--- config.mk ---
export PLATFORM = sky130hd
export DESIGN_NAME = delta_decoder
export DESIGN_NICKNAME = d
export VERILOG_FILES = /design/src/rtl/delta_decoder_pkg.sv /design/src/rtl/delta_clamp.sv /design/src/rtl/delta_decoder.sv
export SDC_FILE = /design/constraint.sdc
export NUM_CORES = 1
export LEC_CHECK = 0
export BUFFER_PORTS_ARGS = -buffer_cell sky130_fd_sc_hd__buf_2
export CAP_MARGIN = 20
export CORE_MARGIN = 1
export CORE_UTILIZATION = 50
export CTS_BUF_LIST = sky130_fd_sc_hd__clkbuf_8
export DETAILED_ROUTE_END_ITERATION = 6
export PLACE_DENSITY = 0.75
export REMOVE_ABC_BUFFERS = 1
export SLEW_MARGIN = 20
export SYNTH_ARGS = -nofsm -noshare
export SYNTH_HDL_FRONTEND = slang
export SYNTH_SLANG_ARGS = --single-unit
export TNS_END_PERCENT = 5
--- constraint.sdc ---
create_clock -name clk -period 3 [get_ports clk]
set_input_delay 0.15 -clock clk [delete_from_list [all_inputs] [get_ports clk]]
set_output_delay 0.15 -clock clk [all_outputs]
set_load 0.02 [all_outputs]
--- src/rtl/delta_decoder_pkg.sv ---
// Shared types and constants for the delta decoder.
// The state enumeration and the error-counter width live here.
package delta_decoder_pkg;

    typedef enum logic [1:0] {
        IDLE  = 2'd0,
        RUN   = 2'd1,
        FAULT = 2'd2
    } state_t;

    localparam int ERR_COUNT_WIDTH = 8;

endpackage

--- src/rtl/delta_clamp.sv ---
// Range check and output narrowing for a widened delta.
// Saturates when DELTA_DECODER_SAT_EN is defined, otherwise keeps the low bits (wrap).
module delta_clamp #(
    parameter int IN_WIDTH = 14
) (
    input  logic signed [IN_WIDTH+1:0] delta,
    output logic signed [IN_WIDTH-1:0] d,
    output logic                       out_of_range
);

    logic [2:0] top_bits;

    // In range exactly when the three top bits are all copies of the sign bit.
    assign top_bits     = delta[IN_WIDTH+1:IN_WIDTH-1];
    assign out_of_range = !((top_bits == 3'b000) || (top_bits == 3'b111));

`ifdef DELTA_DECODER_SAT_EN
    always_comb begin
        d = delta[IN_WIDTH-1:0];
        if (out_of_range) begin
            d = delta[IN_WIDTH+1] ? {1'b1, {(IN_WIDTH-1){1'b0}}}
                                  : {1'b0, {(IN_WIDTH-1){1'b1}}};
        end
    end
`else
    assign d = delta[IN_WIDTH-1:0];
`endif

endmodule

--- src/rtl/delta_decoder.sv ---
// Rebuilds signed deltas from a stream of running sums, flagging untrusted results.
// Optional build macro: DELTA_DECODER_SAT_EN (saturate out-of-range deltas instead of wrapping).
module delta_decoder
    import delta_decoder_pkg::*;
#(
    parameter int IN_WIDTH = 14
) (
    input  logic                              clk,
    input  logic                              reset,
    input  logic signed [IN_WIDTH:0]          init,
    input  logic                              in_valid,
    output logic                              in_ready,
    input  logic                              in_load,
    input  logic signed [IN_WIDTH:0]          in_y,
    input  logic                              in_overflow,
    output logic                              out_valid,
    input  logic                              out_ready,
    output logic signed [IN_WIDTH-1:0]        out_d,
    output logic                              out_load,
    output logic                              out_err,
    output logic [ERR_COUNT_WIDTH-1:0]        err_count
);

    // Handshake: a transfer happens on a rising edge where valid and ready are both 1;
    // valid never waits on ready, and the output stage accepts a new sample whenever
    // it is empty or is being drained in the same cycle.

    state_t                   state, next_state;
    logic signed [IN_WIDTH:0] prev;
    logic signed [IN_WIDTH+1:0] delta;
    logic signed [IN_WIDTH-1:0] clamp_d;
    logic                     out_of_range;
    logic                     in_xfer, out_xfer;
    logic                     next_err;

    assign in_ready = !out_valid || out_ready;
    assign in_xfer  = in_valid && in_ready;
    assign out_xfer = out_valid && out_ready;

    // Both operands sign-extended by one bit so the difference cannot overflow.
    assign delta = {in_y[IN_WIDTH], in_y}
                 - (in_load ? {init[IN_WIDTH], init} : {prev[IN_WIDTH], prev});

    delta_clamp #(.IN_WIDTH(IN_WIDTH)) u_clamp (
        .delta        (delta),
        .d            (clamp_d),
        .out_of_range (out_of_range)
    );

    always_comb begin
        next_state = state;
        next_err   = 1'b0;
        if (in_xfer) begin
            if (in_overflow) begin
                next_state = FAULT;
                next_err   = 1'b1;
            end else if (in_load) begin
                next_state = RUN;
            end else begin
                next_state = RUN;
                next_err   = (state != RUN);
            end
            next_err = next_err || out_of_range;
        end
    end

    always_ff @(posedge clk or negedge reset) begin
        if (!reset) begin
            state <= IDLE;
            prev  <= '0;
        end else begin
            state <= next_state;
            if (in_xfer) prev <= in_y;
        end
    end

    always_ff @(posedge clk or negedge reset) begin
        if (!reset) begin
            out_valid <= 1'b0;
            out_d     <= '0;
            out_load  <= 1'b0;
            out_err   <= 1'b0;
        end else if (in_xfer) begin
            out_valid <= 1'b1;
            out_d     <= clamp_d;
            out_load  <= in_load;
            out_err   <= next_err;
        end else if (out_ready) begin
            out_valid <= 1'b0;
        end
    end

    always_ff @(posedge clk or negedge reset) begin
        if (!reset) begin
            err_count <= '0;
        end else if (out_xfer && out_err && (err_count != '1)) begin
            err_count <= err_count + ERR_COUNT_WIDTH'(1);
        end
    end

endmodule

### Yosys cells after proc, flatten, opt, wreduce, memory -nomap -nowiden

Index checks and enable logic that the tools add are counted.

* logic and storage cells: 30
* register bits after elaboration: 42
* bits of input ports: 36

* reduce and logical (&&, ||, !) cells: 11
* add/subtract/negate cells: 2
* equal/unequal tests: 3
* multiplexer cells: 7

Operators by type and width (count)
* 2-to-1 mux 16 bit: 1
* subtractor 16 bit: 1
* adder 8 x 1 -> 8 bit, second input constant: 1
* inequality test 8 bit, second input constant: 1
* 2-to-1 mux 1 bit: 5
* logical AND 1 bit: 4
* equality test 3 bit, second input constant: 1
* zero test 3 bit: 1
* logical OR 1 bit: 3
* zero test 1 bit: 2
* 2-to-1 mux 2 bit: 1
* inequality test 2 x 1 -> 1 bit, second input constant: 1
* nonzero test 2 bit: 1

### Depth between registers and ports, before layout

Gate-level depths: netlist of run 1.

* depth after elaboration: 6
* depth in mapped cells: 12
* gate-level depth less buffers: 11

### Modules after synthesis

From an unflattened synthesis of run 1, not the netlist that was laid out.

* cell total of the unflattened synthesis: 234
* area, all modules: 2642.5 um2

By module, submodules not included
* delta_decoder: area each 2517.4 um2, cells an instance 217, times used 1, seq. area each 1051.0 um2
* delta_clamp: area each 125.1 um2, cells an instance 17, times used 1, seq. area each 0.0 um2

### Least setup slack after synthesis of run 1

OpenSTA, ideal clock, no wires.

* path kind: in2reg
* start: input port in_load
* end: register out_err
* arrival: 2.788 ns
* setup time: 0.124 ns
* path buffers: 2
* data required time: 2.876 ns
* stages: 11
* path slack: 0.088 ns
* cell sequence: clkbuf_1 -> clkbuf_1 -> mux2i_1 -> fa_1 -> a211oi_2 -> o21ai_1 -> and3b_1 -> mux2_2 -> a211oi_2 -> o2bb2ai_1 -> a21oi_1

* cells in the longest elaborated chain, start to end: 6
* elaborated cells on any way between the ends: 10
* those cells by class: add/sub (1); eq/ne (1); mux (4); reduce/logical (4)

Ends and longest elaborated chain
* start: declaration: line delta_decoder.sv:13 `input logic in_load,`
* 2-to-1 mux 16 bit: line delta_decoder.sv:42 `- (in_load ? {init[IN_WIDTH], init} : {prev[IN_WIDTH], prev});`
* subtractor 16 bit: line delta_decoder.sv:42
* equality test 3 bit / zero test 3 bit (equally long branches): line delta_clamp.sv:15 `assign out_of_range = !((top_bits == 3'b000) || (top_bits == 3'b111));`
* logical OR 1 bit: line delta_clamp.sv:15
* zero test 1 bit: line delta_clamp.sv:15
* logical OR 1 bit *: line delta_decoder.sv:63 `next_err = next_err || out_of_range;`
* end signal: assignment: line delta_decoder.sv:87 `out_err <= next_err;`
* end: declaration: line delta_decoder.sv:20 `output logic out_err,`

Every way passes the cells marked *; elsewhere a longest branch is shown, timed or not. The select of a mux whose other input is x is not followed.
A chain may end at the register's enable or synchronous reset.

### Worst setup path after layout of run 1

* start: register prev[0]
* end: register out_err

* cells in the longest elaborated chain, start to end: 6
* elaborated cells on any way between the ends: 7
* those cells by class: add/sub (1); eq/ne (1); mux (1); reduce/logical (4)

Ends and longest elaborated chain
* start: declaration: line delta_decoder.sv:29 `logic signed [IN_WIDTH:0] prev;`
* start signal: assignment: line delta_decoder.sv:73 `if (in_xfer) prev <= in_y;`
* 2-to-1 mux 16 bit *: line delta_decoder.sv:42
* subtractor 16 bit *: line delta_decoder.sv:42
* equality test 3 bit / zero test 3 bit (equally long branches): line delta_clamp.sv:15
* logical OR 1 bit *: line delta_clamp.sv:15
* zero test 1 bit *: line delta_clamp.sv:15
* logical OR 1 bit *: line delta_decoder.sv:63

Every way passes the cells marked *; elsewhere a longest branch is shown, timed or not.

==> summary.txt, run 1 <==
Floorplanning
  • I/O pin cnt: 62
  • Die width: 73.7 um
  • Die Y: 73.7 um
  • Die ar.: 5430 um^2
  • Initial Utilization: 0.533
  • Num rows: 25
  • Placeable Area: 4820 um^2

CTS
  • Number of gates resized after cts: 0
  • H-tree lvl count: 2
  • CTS buffer count: 5
  • Num Clock Sinks: 42
  • Worst-path clk slew: 80 ps
  • Clock root cell: clkbuf_8
  • Setup Fix Bufs, Post-CTS: 0
  • CTS tree: yes
  • Later-pin clock latency in the skew report: 290 ps
  • Clock Path Buffers: 2
  • Post-CTS Hold Buffers: 0

Power
  • NetSw: 0.713 mW
  • Sequential share of power: 0.384
  • Internal power: 1.31 mW
  • Logic pwr share: 0.357
  • Clock power frac: 0.259
  • Switching Fraction: 0.352
  • Leakage: 1.59 nW
  • PwrDens: 658 nW/um^2
  • Max IR drop VDD: 0.296 mV

Finish
  • Post-route insts no fill: 417
  • Fin nets: 404
  • Ant. Diodes: 0
  • Area growth syn-to-layout: 19.9%
  • Share of cells above drive strength 1: 0.229

Global routing
  • Initial antenna violation count: 0
  • Largest net degree at the start of global routing: 43
  • Vias in the first global route: 2053
  • Total GRT Usage: 0.217
  • First-pass GRT wire length: 9050 um
  • Grt ovf: 0

Place
  • Number of port buffers: 61
  • DP Wirelength: 4050 um
  • Placed cells: 409
  • GP Congestion: 0.828

Worst setup path
  • Crit path max fanout: 3
  • R2R cell count: 11
  • Reg2Reg Setup Slack: 400 ps
  • Type of element launching the critical path: register
  • Worst reg2reg path endpoint: out_err
  • CP arrival: 2770 ps
  • Critical path class: reg -> reg
  • Crit path capture type: register
  • WP data required: 3180 ps
  • FF-to-FF Start: prev[0]

Yosys
  • EDFF count, synth: 0
  • Top_reg_cell synth: dfrtp_1
  • Syn_area_per_cell: 8.92 um^2
  • Fraction of the yosys area taken by sequential cells: 0.409
  • Synth area leaders: dfrtp_1, nand2_1, ha_1
  • Ys Warns: 0
  • Synth Register Bits: 42
  • Synth top area share: 0.409
  • Ys async rst share: 1.00
  • Synthesized cell area: 2570 um^2
  • Synth cell types: 44
  • Syn Inst Count: 288
  • Area leader, netlist: dfrtp_1

Route
  • DRC viols: 0
  • Final wirelength: 5350 um
  • DRT antenna net count: 0
  • Drt wl/cell: 12.8 um
  • Vias: 2170
  • Detailed Route Iter0 Violations: 105
  • First-pass DRT Iterations: 4
  • Routed vias/inst: 5.20

Job
  • Max Cap Violations: 0

Timing
  • Hold Vio Cnt, Final: 0
  • RSZ-0062 raised after global routing: no
  • Max frequency: 385 MHz
  • Max-slew headroom: 0.367
  • Final setup violating endpoints: 0
  • Min Tclk post-route: 2600 ps
  • Hold slack: 2.94 ps
  • Fin crit share: 0.866
  • Setup Total Neg Slack: 0 ps
  • Least-Margin Pin Slew: 950 ps
  • Slew Limit Fails: 0
  • Max Clock Skew: 8.04 ps

Outcome
  • Status: completed

Worst hold path
  • Hold Path Class: in -> async
==> through the flow <==
step | power [mW] | util | area (um^2) | setup slack, ps
after global routing | 2.17 | 0.639 | 3080 | 205
after CTS | 2.05 | 0.639 | 3080 | 407
after global placement | 1.50 | 0.611 | 2940 | 425
final | 2.03 | 0.639 | 3080 | 403
after detailed placement | 1.51 | 0.611 | 2940 | 308
after floorplan | 1.28 | - | 2530 | 645
==> synthesized netlist by cell type, types with 4 or more instances <==
master / count
nand2_1: 81
o21ai_0: 17
mux2i_1: 15
inv_1: 5
xnor2_1: 8
nor2_1: 13
dfrtp_1: 42
nand3_1: 5
a21o_1: 7
clkbuf_1: 8
xor2_1: 5
nand4_1: 4
a21oi_1: 13
ha_1: 18
==> power by group through the flow <==
stage | Clock [mW] | Sequential [mW] | Combinational, mW
2_1_floorplan | 0 | 0.902 | 0.373
3_3_place_gp | 0 | 0.785 | 0.711
3_5_place_dp | 0 | 0.790 | 0.722
4_1_cts | 0.547 | 0.779 | 0.725
5_1_grt | 0.563 | 0.797 | 0.810
6_report | 0.526 | 0.778 | 0.722
==> cell usage in the layout (no fill, tap or decap), drive strengths merged, types with 5 or more instances in the layout <==
master	n
mux2i	15
a21o	8
ha	18
nor2	13
inv	5
a21oi	13
xor2	5
nand3	5
buf	64
clkbuf	5
nand2	81
xnor2	8
o21ai	19
dfrtp	42
==> routing by layer <==
metal  share of wire  track usage  wire (um)
met4          0.0064       0.0534         34
met3           0.041       0.0425        221
met2            0.46        0.350       2450
met5               0            0          0
met1            0.49        0.299       2650
==> worst max path at each step <==
stage                 to     from  depth (start not counted)
4_1_cts          out_err  prev[0]                         11
3_3_place_gp     out_err  in_load                         12
3_5_place_dp     out_err  in_load                         12
5_1_grt        out_d[10]  prev[0]                         11
2_1_floorplan    out_err  prev[0]                         11
6_report         out_err  prev[0]                         11
==> cells by family (layout without fill, tap and decap cells) <==
logic type / Yosys count / count (layout) / share of synthesized area
xor+xnor: 13 / 13 / 0.0443
mux: 18 / 18 / 0.0716
fa+ha+maj: 19 / 19 / 0.0955
buf+inv: 15 / 77 / 0.0219
flops: 42 / 42 / 0.409
simple gates: 121 / 121 / 0.203
compound gates: 60 / 60 / 0.154
==> flip-flops by register name, summed over array words and instances, names as in the netlist <==
signal,count
out_load,1
out_d,14
err_count,8
out_valid,1
out_err,1
prev,15
state,2
==> critical path, stage by stage (launching register included) <==
cell and delay [ps]:
dfrtp_1 350, mux2_2 160, ha_1 150, inv_1 60
fa_1 430, a211oi_2 290, o21ai_1 140, and3b_1 180
mux2_2 290, a211oi_2 200, o2bb2ai_1 160, a21oi_1 90
==> area by class of cell <==
class                           instances  area [um^2]
Clock buffer                            5         68.8
Clock inverter                          3         68.8
Fill cell                             440         1740
Inverter                                5         18.8
Multi-Input combinational cell        231         1460
Sequential cell                        42         1050
Tap cell                               67         83.8
Timing Repair Buffer                   64          328
(Power assumes the default switching activity.)
==> run 2: changes to the inputs <==
--- a/config.mk
+++ b/config.mk
@@ -5,13 +5,13 @@
 export SDC_FILE = /design/constraint.sdc
 export NUM_CORES = 1
 export LEC_CHECK = 0
-export BUFFER_PORTS_ARGS = -buffer_cell sky130_fd_sc_hd__buf_2
 export CAP_MARGIN = 20
 export CORE_MARGIN = 1
 export CORE_UTILIZATION = 50
 export CTS_BUF_LIST = sky130_fd_sc_hd__clkbuf_8
 export DETAILED_ROUTE_END_ITERATION = 6
-export PLACE_DENSITY = 0.75
+export DONT_BUFFER_PORTS = 1
+export PLACE_DENSITY = 0.65
 export REMOVE_ABC_BUFFERS = 1
 export SLEW_MARGIN = 20
 export SYNTH_ARGS = -nofsm -noshare
==> run 2 against run 1 <==
Effect of this change: clock power down 26%; combinational power down 32%; die area unchanged; highest routed layer unchanged.
==> summary.txt, run 2 (synthesis results as in run 1) <==
Power
  • Total power: 1.80 mW (-11%)
  • Leakage: 1.41 nW (-12%)
  • Max IR drop VDD: 0.295 mV (-0.35%)
  • PwrDens: 611 nW/um^2 (-7.1%)

Finish
  • Most common cell after layout, fill and taps aside: nand2_1
  • Fillcell total: 458 (+4.1%)
  • Ant. Diodes: 0 (unchanged)
  • Fin nets: 362 (-10%)
  • Most frequent cells in the layout: nand2_1, dfrtp_1, ha_1, dlygate4sd3_1, o21ai_0
  • Post-route insts no fill: 375 (-10%)
  • Area growth syn-to-layout: 14.4%
  • Fin area: 2940 um^2 (-4.6%)
  • Area of the multi-input gates: 1460 um^2 (unchanged)
  • Share of cells above drive strength 1: 0.0649 (-0.164)
  • Largest register by flop count: prev
  • Final Core Density: 0.610 (-0.0294)
  • Leading registers by flop count: prev: 15 flops, out_d: 14 flops, err_count: 8 flops
  • Max FFs per register: 15 (unchanged)
  • Seq. cell area: 1050 um^2 (unchanged)

Route
  • Detailed Route Iter0 Violations: 75 (-29%)
  • DRC viols: 0 (unchanged)
  • Routed vias/inst: 5.46 (+4.9%)
  • Vias: 2048 (-5.6%)
  • First-pass DRT Iterations: 4 (unchanged)
  • Final wirelength: 5550 um (+3.8%)
  • Drt wl/cell: 14.8 um (+15%)
  • DRT antenna net count: 0 (unchanged)

Worst setup path
  • Reg2Reg Setup Slack: 430 ps (+30 ps)
  • Crit path capture type: register
  • Critical path class: reg -> reg
  • Type of element launching the critical path: register
  • CP arrival: 2760 ps (about the same)
  • Crit path max fanout: 3 (unchanged)
  • WP data required: 3190 ps (about the same)

Timing
  • Setup WS post-layout: 429 ps (+25.8 ps)
  • Slew Limit Fails: 0 (unchanged)
  • Hold Vio Cnt, Final: 0 (unchanged)
  • Min Tclk post-route: 2570 ps (-25.8 ps)
  • Final setup violating endpoints: 0 (unchanged)
  • Hold slack: 28.0 ps (+25.1 ps)
  • RSZ-0062 raised after global routing: no
  • Max-slew headroom: 0.585 (+0.218)
  • Max Clock Skew: 8.72 ps (+0.685 ps)
  • Setup Total Neg Slack: 0 ps (unchanged)
  • Fin crit share: 0.857 (-0.00859)
  • Max frequency: 389 MHz (+1.0%)
  • Least-Margin Pin Slew: 621 ps (-329 ps)

CTS
  • Clock Path Buffers: 2 (unchanged)
  • Worst-path clk slew: 90 ps (about the same)
  • CTS tree: yes
  • H-tree lvl count: 2 (unchanged)
  • Number of gates resized after cts: 0 (unchanged)
  • Later-pin clock latency in the skew report: 300 ps (about the same)
  • Clock root cell: clkbuf_8
  • Setup Fix Bufs, Post-CTS: 0 (unchanged)
  • Num Clock Sinks: 42 (unchanged)
  • CTS buffer count: 5 (unchanged)
  • Post-CTS Hold Buffers: 19 (+19)

Place
  • GP Congestion: 0.822 (-0.76%)
  • Placed cells: 348 (-15%)
  • Place WS: 451 ps (+143 ps)
  • Post-DP Area: 2640 um^2 (-10%)
  • Number of port buffers: 0 (-100%)
  • DP Wirelength: 3980 um (-1.8%)

Global routing
  • Initial antenna violation count: 0 (unchanged)
  • Grt ovf: 0 (unchanged)
  • Largest net degree at the start of global routing: 43 (unchanged)
  • Vias in the first global route: 2063 (+0.49%)
  • Total GRT Usage: 0.223 (+0.00666)
  • First-pass GRT wire length: 9280 um (+2.5%)

Floorplanning
  • Die ar.: 5430 um^2 (unchanged)
  • Num rows: 25 (unchanged)
  • I/O pin cnt: 62 (unchanged)
  • Die Y: 73.7 um (unchanged)
  • Placeable Area: 4820 um^2 (unchanged)
  • Initial Utilization: 0.533 (unchanged)
  • Die width: 73.7 um (unchanged)

Outcome
  • Status: completed

Worst hold path
  • Hold Path Class: in -> reg

Job
  • Max Cap Violations: 0 (unchanged)
[run 2: changes by cell type in the layout (fill, tap and decap cells not counted)]
cell           previous run  this run
clkinvlp_4                0         1
buf_16                    0         1
dlygate4sd3_1             0        18
buf_2                    61         0
bufinv_16                 2         0
inv_6                     0         1
[run 2: metal layers]
layer | wire length (um) | global-route usage | part of all wire | vias to the layer above
met5 | 0 | 0 | 0 | -
met4 | 63 | 0.0641 | 0.011 | 0
met3 | 339 | 0.0494 | 0.061 | 6
met2 | 2510 | 0.370 | 0.45 | 60
met1 | 2630 | 0.292 | 0.47 | 945
li1 | - | - | - | 1037
[run 2: final timing paths]
check / from / to / depth (start not counted)
setup / recovery: prev[0] / out_err / 11
hold / removal: in_y[0] / prev[0] / 2
setup reg to reg: prev[0] / out_err / 11
hold reg to reg: prev[1] / prev[1] / 2
max in group asynchronous: reset / prev[4] / 2
min in group asynchronous: reset / out_d[4] / 2
[run 2: power breakdown]
group	internal (mW)	switching, mW
registers	0.691	0.228
clock network	0.168	0.219
logic	0.226	0.264
[run 2: area by class of cell]
type / count / share of cell area
well taps: 67 / 0.0285
inverters: 5 / 0.00639
repair buffers: 22 / 0.0783
flip-flops and latches: 42 / 0.358
clock inverters: 3 / 0.00851
clock buffers: 5 / 0.0234
multi-input cells: 231 / 0.497
[run 2: critical path, stage by stage (launching register included)]
cell	delay, ps
dfrtp_1	380
mux2_2	260
ha_1	200
inv_1	80
fa_1	240
a211oi_2	90
o21ai_1	230
and3b_1	210
mux2_2	360
a211oi_2	200
o2bb2ai_1	130
a21oi_1	80
